[src/rtl/mc_ctrl_if.sv]
// Bundles the IR fields, ALU flags, memory handshake and datapath controls between sequencer and datapath.
interface mc_ctrl_if;
  logic [6:0] opcode;
  logic [2:0] funct3;
  logic       funct7b5;
  logic       zero;
  logic       lt;
  logic       ltu;
  logic       mem_ack;
  logic       mem_req;
  logic       mem_we;
  logic       addr_sel;
  logic       ir_we;
  logic       pc_we;
  logic [1:0] pc_sel;
  logic       rf_we;
  logic [1:0] wd_sel;
  logic [1:0] alusrc_a;
  logic [1:0] alusrc_b;
  logic [1:0] alu_op;
  logic [5:0] ext_op;
  logic       trap;

  modport master (
    input  opcode, funct3, funct7b5, zero, lt, ltu, mem_ack,
    output mem_req, mem_we, addr_sel, ir_we, pc_we, pc_sel, rf_we, wd_sel,
           alusrc_a, alusrc_b, alu_op, ext_op, trap
  );

  modport slave (
    output opcode, funct3, funct7b5, zero, lt, ltu, mem_ack,
    input  mem_req, mem_we, addr_sel, ir_we, pc_we, pc_sel, rf_we, wd_sel,
           alusrc_a, alusrc_b, alu_op, ext_op, trap
  );
endinterface

[src/rtl/mc_ctrl_fsm.sv]
// Multi-cycle RV32I control sequencer: FETCH/DECODE/EXEC/MEM/WB with req/ack memory
// handshake, ack timeout and a sticky trap state.
module mc_ctrl_fsm #(
  parameter int ACK_TIMEOUT = 255
) (
  input  logic     clk,
  input  logic     rst,
  mc_ctrl_if.master bus
);
  typedef enum logic [2:0] {S_RST, S_FETCH, S_DECODE, S_EXEC, S_MEM, S_WB, S_TRAP} state_t;

  localparam logic [6:0] OP_R     = 7'b0110011;
  localparam logic [6:0] OP_IAR   = 7'b0010011;
  localparam logic [6:0] OP_LOAD  = 7'b0000011;
  localparam logic [6:0] OP_STORE = 7'b0100011;
  localparam logic [6:0] OP_BR    = 7'b1100011;
  localparam logic [6:0] OP_LUI   = 7'b0110111;
  localparam logic [6:0] OP_AUIPC = 7'b0010111;
  localparam logic [6:0] OP_JAL   = 7'b1101111;
  localparam logic [6:0] OP_JALR  = 7'b1100111;
  localparam logic [7:0] LIM      = 8'(ACK_TIMEOUT);

  state_t     r_state, w_state_next;
  logic [7:0] r_cnt, w_cnt_next, w_cnt_inc;
  logic [5:0] w_ext;
  logic       w_valid, w_is_store, w_is_load, w_limit, w_taken, w_br_bad;

  always_ff @(posedge clk or posedge rst) begin
    if (rst) begin
      r_state <= S_RST;
      r_cnt   <= 8'd0;
    end else begin
      r_state <= w_state_next;
      r_cnt   <= w_cnt_next;
    end
  end

  assign w_is_store = (bus.opcode == OP_STORE);
  assign w_is_load  = (bus.opcode == OP_LOAD);
  assign w_cnt_inc  = (r_cnt == 8'hFF) ? r_cnt : r_cnt + 8'd1;
  assign w_limit    = (ACK_TIMEOUT != 0) && (w_cnt_inc == LIM);

  // Immediate format and legality; SLLI needs funct7b5=0, SRLI/SRAI take either value.
  always_comb begin
    w_ext   = 6'b000000;
    w_valid = 1'b1;
    case (bus.opcode)
      OP_IAR: begin
        if (bus.funct3 == 3'b001 || bus.funct3 == 3'b101) begin
          w_ext = 6'b100000;
          if (bus.funct3 == 3'b001 && bus.funct7b5) w_valid = 1'b0;
        end else begin
          w_ext = 6'b010000;
        end
      end
      OP_LOAD, OP_JALR:  w_ext = 6'b010000;
      OP_STORE:          w_ext = 6'b001000;
      OP_BR:             w_ext = 6'b000100;
      OP_LUI, OP_AUIPC:  w_ext = 6'b000010;
      OP_JAL:            w_ext = 6'b000001;
      OP_R:              w_ext = 6'b000000;
      default:           w_valid = 1'b0;
    endcase
  end

  always_comb begin
    w_taken  = 1'b0;
    w_br_bad = 1'b0;
    case (bus.funct3)
      3'b000:  w_taken = bus.zero;
      3'b001:  w_taken = !bus.zero;
      3'b100:  w_taken = bus.lt;
      3'b101:  w_taken = !bus.lt;
      3'b110:  w_taken = bus.ltu;
      3'b111:  w_taken = !bus.ltu;
      default: w_br_bad = 1'b1;
    endcase
  end

  always_comb begin
    w_state_next = r_state;
    w_cnt_next   = r_cnt;
    bus.mem_req  = 1'b0;
    bus.mem_we   = 1'b0;
    bus.addr_sel = 1'b0;
    bus.ir_we    = 1'b0;
    bus.pc_we    = 1'b0;
    bus.pc_sel   = 2'd0;
    bus.rf_we    = 1'b0;
    bus.wd_sel   = 2'd0;
    bus.alusrc_a = 2'd0;
    bus.alusrc_b = 2'd0;
    bus.alu_op   = 2'd0;
    bus.ext_op   = 6'b000000;
    bus.trap     = 1'b0;
    case (r_state)
      S_RST: w_state_next = S_FETCH;
      S_FETCH: begin
        bus.mem_req  = 1'b1;
        bus.alusrc_a = 2'd1;
        bus.alusrc_b = 2'd2;
        if (bus.mem_ack) begin
          bus.ir_we    = 1'b1;
          bus.pc_we    = 1'b1;
          w_cnt_next   = 8'd0;
          w_state_next = S_DECODE;
        end else begin
          w_cnt_next = w_cnt_inc;
          if (w_limit) w_state_next = S_TRAP;
        end
      end
      S_DECODE: begin
        bus.alusrc_a = 2'd2;
        bus.alusrc_b = 2'd1;
        bus.ext_op   = w_ext;
        w_state_next = w_valid ? S_EXEC : S_TRAP;
      end
      S_EXEC: begin
        bus.ext_op   = w_ext;
        w_state_next = S_WB;
        case (bus.opcode)
          OP_R: begin
            bus.alu_op = 2'd2;
          end
          OP_IAR: begin
            bus.alusrc_b = 2'd1;
            bus.alu_op   = 2'd3;
          end
          OP_LOAD, OP_STORE: begin
            bus.alusrc_b = 2'd1;
            w_state_next = S_MEM;
          end
          OP_LUI: begin
            bus.alusrc_a = 2'd3;
            bus.alusrc_b = 2'd1;
          end
          OP_AUIPC: begin
            bus.alusrc_a = 2'd2;
            bus.alusrc_b = 2'd1;
          end
          OP_BR: begin
            bus.alu_op   = 2'd1;
            bus.pc_we    = w_taken;
            bus.pc_sel   = w_taken ? 2'd1 : 2'd0;
            w_state_next = w_br_bad ? S_TRAP : S_FETCH;
          end
          OP_JAL: begin
            bus.pc_we    = 1'b1;
            bus.pc_sel   = 2'd1;
            bus.rf_we    = 1'b1;
            bus.wd_sel   = 2'd2;
            w_state_next = S_FETCH;
          end
          OP_JALR: begin
            bus.alusrc_b = 2'd1;
            bus.pc_we    = 1'b1;
            bus.pc_sel   = 2'd2;
            bus.rf_we    = 1'b1;
            bus.wd_sel   = 2'd2;
            w_state_next = S_FETCH;
          end
          default: w_state_next = S_TRAP;
        endcase
      end
      S_MEM: begin
        bus.mem_req  = 1'b1;
        bus.addr_sel = 1'b1;
        bus.mem_we   = w_is_store;
        bus.ext_op   = w_ext;
        if (bus.mem_ack) begin
          w_cnt_next   = 8'd0;
          w_state_next = w_is_store ? S_FETCH : S_WB;
        end else begin
          w_cnt_next = w_cnt_inc;
          if (w_limit) w_state_next = S_TRAP;
        end
      end
      S_WB: begin
        bus.rf_we    = 1'b1;
        bus.wd_sel   = w_is_load ? 2'd1 : 2'd0;
        bus.ext_op   = w_ext;
        w_state_next = S_FETCH;
      end
      S_TRAP: bus.trap = 1'b1;
      default: w_state_next = S_TRAP;
    endcase
    // Every fresh wait phase starts its timeout from zero.
    if ((w_state_next == S_FETCH || w_state_next == S_MEM) && w_state_next != r_state)
      w_cnt_next = 8'd0;
  end
endmodule
[src/flat_wrapper.sv]
// flat-port wrapper written by rule: the top's interface ports become plain ports
module mc_ctrl_fsm_flat 
#(
  parameter int ACK_TIMEOUT = 255
)
  (clk, rst, bus_opcode, bus_funct3, bus_funct7b5, bus_zero, bus_lt, bus_ltu, bus_mem_ack, bus_mem_req, bus_mem_we, bus_addr_sel, bus_ir_we, bus_pc_we, bus_pc_sel, bus_rf_we, bus_wd_sel, bus_alusrc_a, bus_alusrc_b, bus_alu_op, bus_ext_op, bus_trap);
  mc_ctrl_if bus_i ();
  input  logic clk;
  input  logic rst;
  input wire logic [$bits(bus_i.opcode)-1:0] bus_opcode;
  input wire logic [$bits(bus_i.funct3)-1:0] bus_funct3;
  input wire logic [$bits(bus_i.funct7b5)-1:0] bus_funct7b5;
  input wire logic [$bits(bus_i.zero)-1:0] bus_zero;
  input wire logic [$bits(bus_i.lt)-1:0] bus_lt;
  input wire logic [$bits(bus_i.ltu)-1:0] bus_ltu;
  input wire logic [$bits(bus_i.mem_ack)-1:0] bus_mem_ack;
  output wire logic [$bits(bus_i.mem_req)-1:0] bus_mem_req;
  output wire logic [$bits(bus_i.mem_we)-1:0] bus_mem_we;
  output wire logic [$bits(bus_i.addr_sel)-1:0] bus_addr_sel;
  output wire logic [$bits(bus_i.ir_we)-1:0] bus_ir_we;
  output wire logic [$bits(bus_i.pc_we)-1:0] bus_pc_we;
  output wire logic [$bits(bus_i.pc_sel)-1:0] bus_pc_sel;
  output wire logic [$bits(bus_i.rf_we)-1:0] bus_rf_we;
  output wire logic [$bits(bus_i.wd_sel)-1:0] bus_wd_sel;
  output wire logic [$bits(bus_i.alusrc_a)-1:0] bus_alusrc_a;
  output wire logic [$bits(bus_i.alusrc_b)-1:0] bus_alusrc_b;
  output wire logic [$bits(bus_i.alu_op)-1:0] bus_alu_op;
  output wire logic [$bits(bus_i.ext_op)-1:0] bus_ext_op;
  output wire logic [$bits(bus_i.trap)-1:0] bus_trap;
  assign bus_i.opcode = bus_opcode;
  assign bus_i.funct3 = bus_funct3;
  assign bus_i.funct7b5 = bus_funct7b5;
  assign bus_i.zero = bus_zero;
  assign bus_i.lt = bus_lt;
  assign bus_i.ltu = bus_ltu;
  assign bus_i.mem_ack = bus_mem_ack;
  assign bus_mem_req = bus_i.mem_req;
  assign bus_mem_we = bus_i.mem_we;
  assign bus_addr_sel = bus_i.addr_sel;
  assign bus_ir_we = bus_i.ir_we;
  assign bus_pc_we = bus_i.pc_we;
  assign bus_pc_sel = bus_i.pc_sel;
  assign bus_rf_we = bus_i.rf_we;
  assign bus_wd_sel = bus_i.wd_sel;
  assign bus_alusrc_a = bus_i.alusrc_a;
  assign bus_alusrc_b = bus_i.alusrc_b;
  assign bus_alu_op = bus_i.alu_op;
  assign bus_ext_op = bus_i.ext_op;
  assign bus_trap = bus_i.trap;
  mc_ctrl_fsm #(.ACK_TIMEOUT(ACK_TIMEOUT)) u_core (.clk(clk), .rst(rst), .bus(bus_i));
endmodule
[config.mk]
export PLATFORM = sky130hd
export DESIGN_NAME = mc_ctrl_fsm_flat
export DESIGN_NICKNAME = d
export VERILOG_FILES = /design/src/rtl/mc_ctrl_if.sv /design/src/rtl/mc_ctrl_fsm.sv /design/src/flat_wrapper.sv
export SDC_FILE = /design/constraint.sdc
export NUM_CORES = 1
export LEC_CHECK = 0
export ABC_CLOCK_PERIOD_IN_PS = 4850
export CORE_MARGIN = 2
export CORE_UTILIZATION = 51
export DETAILED_ROUTE_END_ITERATION = 8
export PLACE_DENSITY = 0.86
export SLEW_MARGIN = 0
export SYNTH_ARGS = -nofsm -noshare
export SYNTH_HDL_FRONTEND = slang
export SYNTH_SLANG_ARGS = --single-unit
[constraint.sdc]
create_clock -name clk -period 4.85 [get_ports clk]
set_input_delay 0.485 -clock clk [delete_from_list [all_inputs] [get_ports clk]]
set_output_delay 0.485 -clock clk [all_outputs]
set_load 0.1 [all_outputs]
==> results.py <==
metrics = {
    "clock_network": {
        "clock-sinks": 11,
        "cts_buffers": 3,
        "worstSkewPairLatency_ns": 0.27,
        "clockRootBuffer": "clkbuf_4",
        "clk_pin_slew_worst_paths_ns": 0.07,
        "cts_tree": "yes",
        "cts_buffer_depth": 2,
        "h-tree-depth": 1,
        "post-cts-setup-buffer-count": 0,
        "cts_resized": 0,
        "cts_hold_buf": 0,
    },
    "sta": {
        "hold_viol_final": 0,
        "clock_skew_ns": 0.00135,
        "min_period_ns": 3.71,
        "setup_viol": 0,
        "tightest_slew_ns": 1.00,
        "clock.fmax_mhz": 270,
        "slew_headroom_pct": 33.1,
        "slew_violations": 0,
        "min_period_over_period_pct": 76.5,
        "setup_tns_ns": 0,
        "rsz0062_at_grt": "false",
    },
    "min_path": {
        "hold_path.class": "in2async",
    },
    "yosys": {
        "synthMostInstantiatedCell": "nand2_1",
        "post-synth-top-area-cell": "dfrtp_1",
        "synth_fp_nets": 198,
        "yosysUniqueCellTypes": 54,
        "ys.flop_type": "dfrtp_1",
        "synth_area_sq_um": 1320,
        "syn_inst": 180,
        "synth_area_leaders": "dfrtp_1, a21oi_1, nand2_1",
        "synth_top_cell_area_share_pct": 20.8,
        "async_reset_ff_share_pct": 100,
        "yosys_warnings": 0,
        "synth.avg_cell_area_sq_um": 7.35,
        "ys_top_cells_by_count": "nand2_1, a21oi_1, nor2_1, nor3_1, dfrtp_1",
        "synth_edf_count": 0,
        "yosysSeqAreaShare_pct": 20.8,
        "synth-seq-cells": 11,
    },
    "worst_setup_path": {
        "crit_top_cell": "clkdlybuf4s50_1",
        "worstPathArrival_ns": 3.22,
        "cp_num_buf_inv": 2,
        "crit_path_start_kind": "primary input",
        "cpPeakStageDelay_ns": 1.12,
        "end_kind": "primary output",
        "worstSetupPathType": "in2out",
        "cp.required_ns": 4.37,
        "cp_cell_sequence": "clkdlybuf4s50_1 -> mux2i_1 -> xor2_1 -> o21ai_0 -> nand2_1 -> a211oi_1 -> or3_1 -> clkdlybuf4s50_1",
        "crit_family": "buffers and inverters",
        "cpMaxStageDelayCell": "clkdlybuf4s50_1",
        "critPathMaxFanout": 4,
    },
    "global_routing": {
        "grt_pass1_vias": 1251,
        "grt_overflow": 0,
        "grt_antenna_before_repair": 0,
        "grt_pass1_wl_mm": 5.94,
        "grt_max_degree": 16,
        "grt.total_usage_pct": 26.7,
    },
    "placement": {
        "dp_hpwl_mm": 3.08,
        "gp_congestion": 0.900,
        "placed_area_sq_um": 1670,
        "portBuffers": 39,
    },
    "power": {
        "pwr-share-comb_pct": 70.0,
        "pwr-share-clk_pct": 8.9,
        "finalPower_mw": 0.717,
        "power_frac_seq_pct": 21.1,
        "p_per_area_nw_per_um2": 422,
        "internal_power_mw": 0.269,
        "peakVddDrop_v": 0.000463,
        "p_sw_mw": 0.448,
        "p_sw_share_pct": 62.5,
        "p_leak_nw": 0.606,
    },
    "route": {
        "drtIter0Drc": 58,
        "antenna_left": 0,
        "vias": 1514,
        "vias_per_cell": 6.20,
        "drt_pass1_iterations": 5,
        "wirelength_mm": 3.88,
        "drc": 0,
        "drt-wirelength-per-cell_um": 15.9,
    },
    "floorplan": {
        "dieArea_sq_um": 3020,
        "ioPinCount": 40,
        "rows": 18,
        "die_w_um": 54.9,
        "initial_core_util_pct": 53.4,
        "die_h_um": 54.9,
        "core_area_sq_um": 2480,
    },
    "layout": {
        "multi_input_area_sq_um": 935,
        "regArea_sq_um": 275,
        "drive_gt1_share_pct": 7.94,
        "fill_cells": 227,
        "diodes": 0,
        "area_growth_pct": 28.4,
        "stdcell_area_sq_um": 1700,
        "final_nets": 233,
    },
    "status": {
        "status": "finished clean",
    },
    "run": {
        "max-cap-violations": 0,
    },
}
[layer usage]
metal  vias up  wire length (um)  GRT usage (%)
li1        741                 -              -
met1       698              1750           41.1
met2        72              1780           39.9
met3         3               333           4.84
met4         0                13           2.44
met5         -                 0              0
[cell type report]
type / count / area share [%]
clock buffer: 4 / 1.55
inverter: 10 / 2.21
multi-input combinational: 150 / 55.0
sequential: 11 / 16.2
tap: 30 / 2.21
timing repair buffer: 39 / 22.8
[flip-flops by register name, indices dropped and copies added, names as in the netlist]
signal and count:
u_core.r_state 3, u_core.r_cnt 8
[logic make-up after synthesis]
logic type / share of synthesized area [%]
AND/OR/NAND/NOR: 36.1
multiplexers: 0.756
buffers and inverters: 9.17
AO/OA/AOI/OAI: 29.6
XOR/XNOR: 2.65
flip-flops: 20.8
adder cells (fa/ha/maj): 0.945
[path summary, 6_finish.rpt]
check	startpoint	to	slack, ns	cells after the start
setup / recovery	bus_funct3[2]	bus_pc_we	1.14	8
hold / removal	rst	u_core.r_cnt[2]	0.49	2
setup reg to reg	u_core.r_cnt[0]	u_core.r_cnt[0]	2.42	7
hold reg to reg	u_core.r_cnt[6]	u_core.r_cnt[6]	0.65	2
max in group asynchronous	rst	u_core.r_state[0]	4.06	2
min in group clk	u_core.r_cnt[6]	u_core.r_cnt[6]	0.65	2
[stage by stage]
step	instances	setup WS, ns	hold slack, ns	utilization, %
floorplan	180	0.0857	0.337	-
global placement	240	1.23	0.606	67.5
detailed placement	240	1.11	0.636	67.5
CTS	244	1.12	0.498	68.6
global route	244	1.05	0.544	68.6
finish	244	1.14	0.495	68.6
[worst reg2reg max path, delay by kind of cell (launching register included)]
kind / cells / cell delay (ns)
AO/OA/AOI/OAI: 6 / 1.48
adder cells (fa/ha/maj): 1 / 0.35
flip-flops: 1 / 0.47
[power by group through the flow]
stage	Clock (mW)	Combinational (mW)	Sequential, mW
2_1_floorplan	0	0.421	0.129
3_3_place_gp	0	0.492	0.151
3_5_place_dp	0	0.497	0.152
4_1_cts	0.0650	0.499	0.151
5_1_grt	0.0709	0.525	0.157
6_report	0.0636	0.502	0.151
[cell usage in the layout, fill, tap and decap left out, types with 2 or more instances in the layout]
master           count
o22ai_1              6
o2111ai_1            2
clkbuf_4             3
a21o_1               2
xnor2_1              2
nand2b_1             3
nor2_1              16
nand4_1              3
nand2_1             19
a31oi_1              2
inv_1                9
nor4_1               3
dfrtp_1             11
and4bb_2             2
a211oi_1             3
nor3_1              12
nand3_1              8
clkdlybuf4s50_1     38
nor2b_1              2
o21ai_0             10
or3_1                3
xor2_1               2
a2bb2oi_1            2
and3_1               4
a21oi_1             17
nor3b_1              2
(Power assumes the default switching activity.)
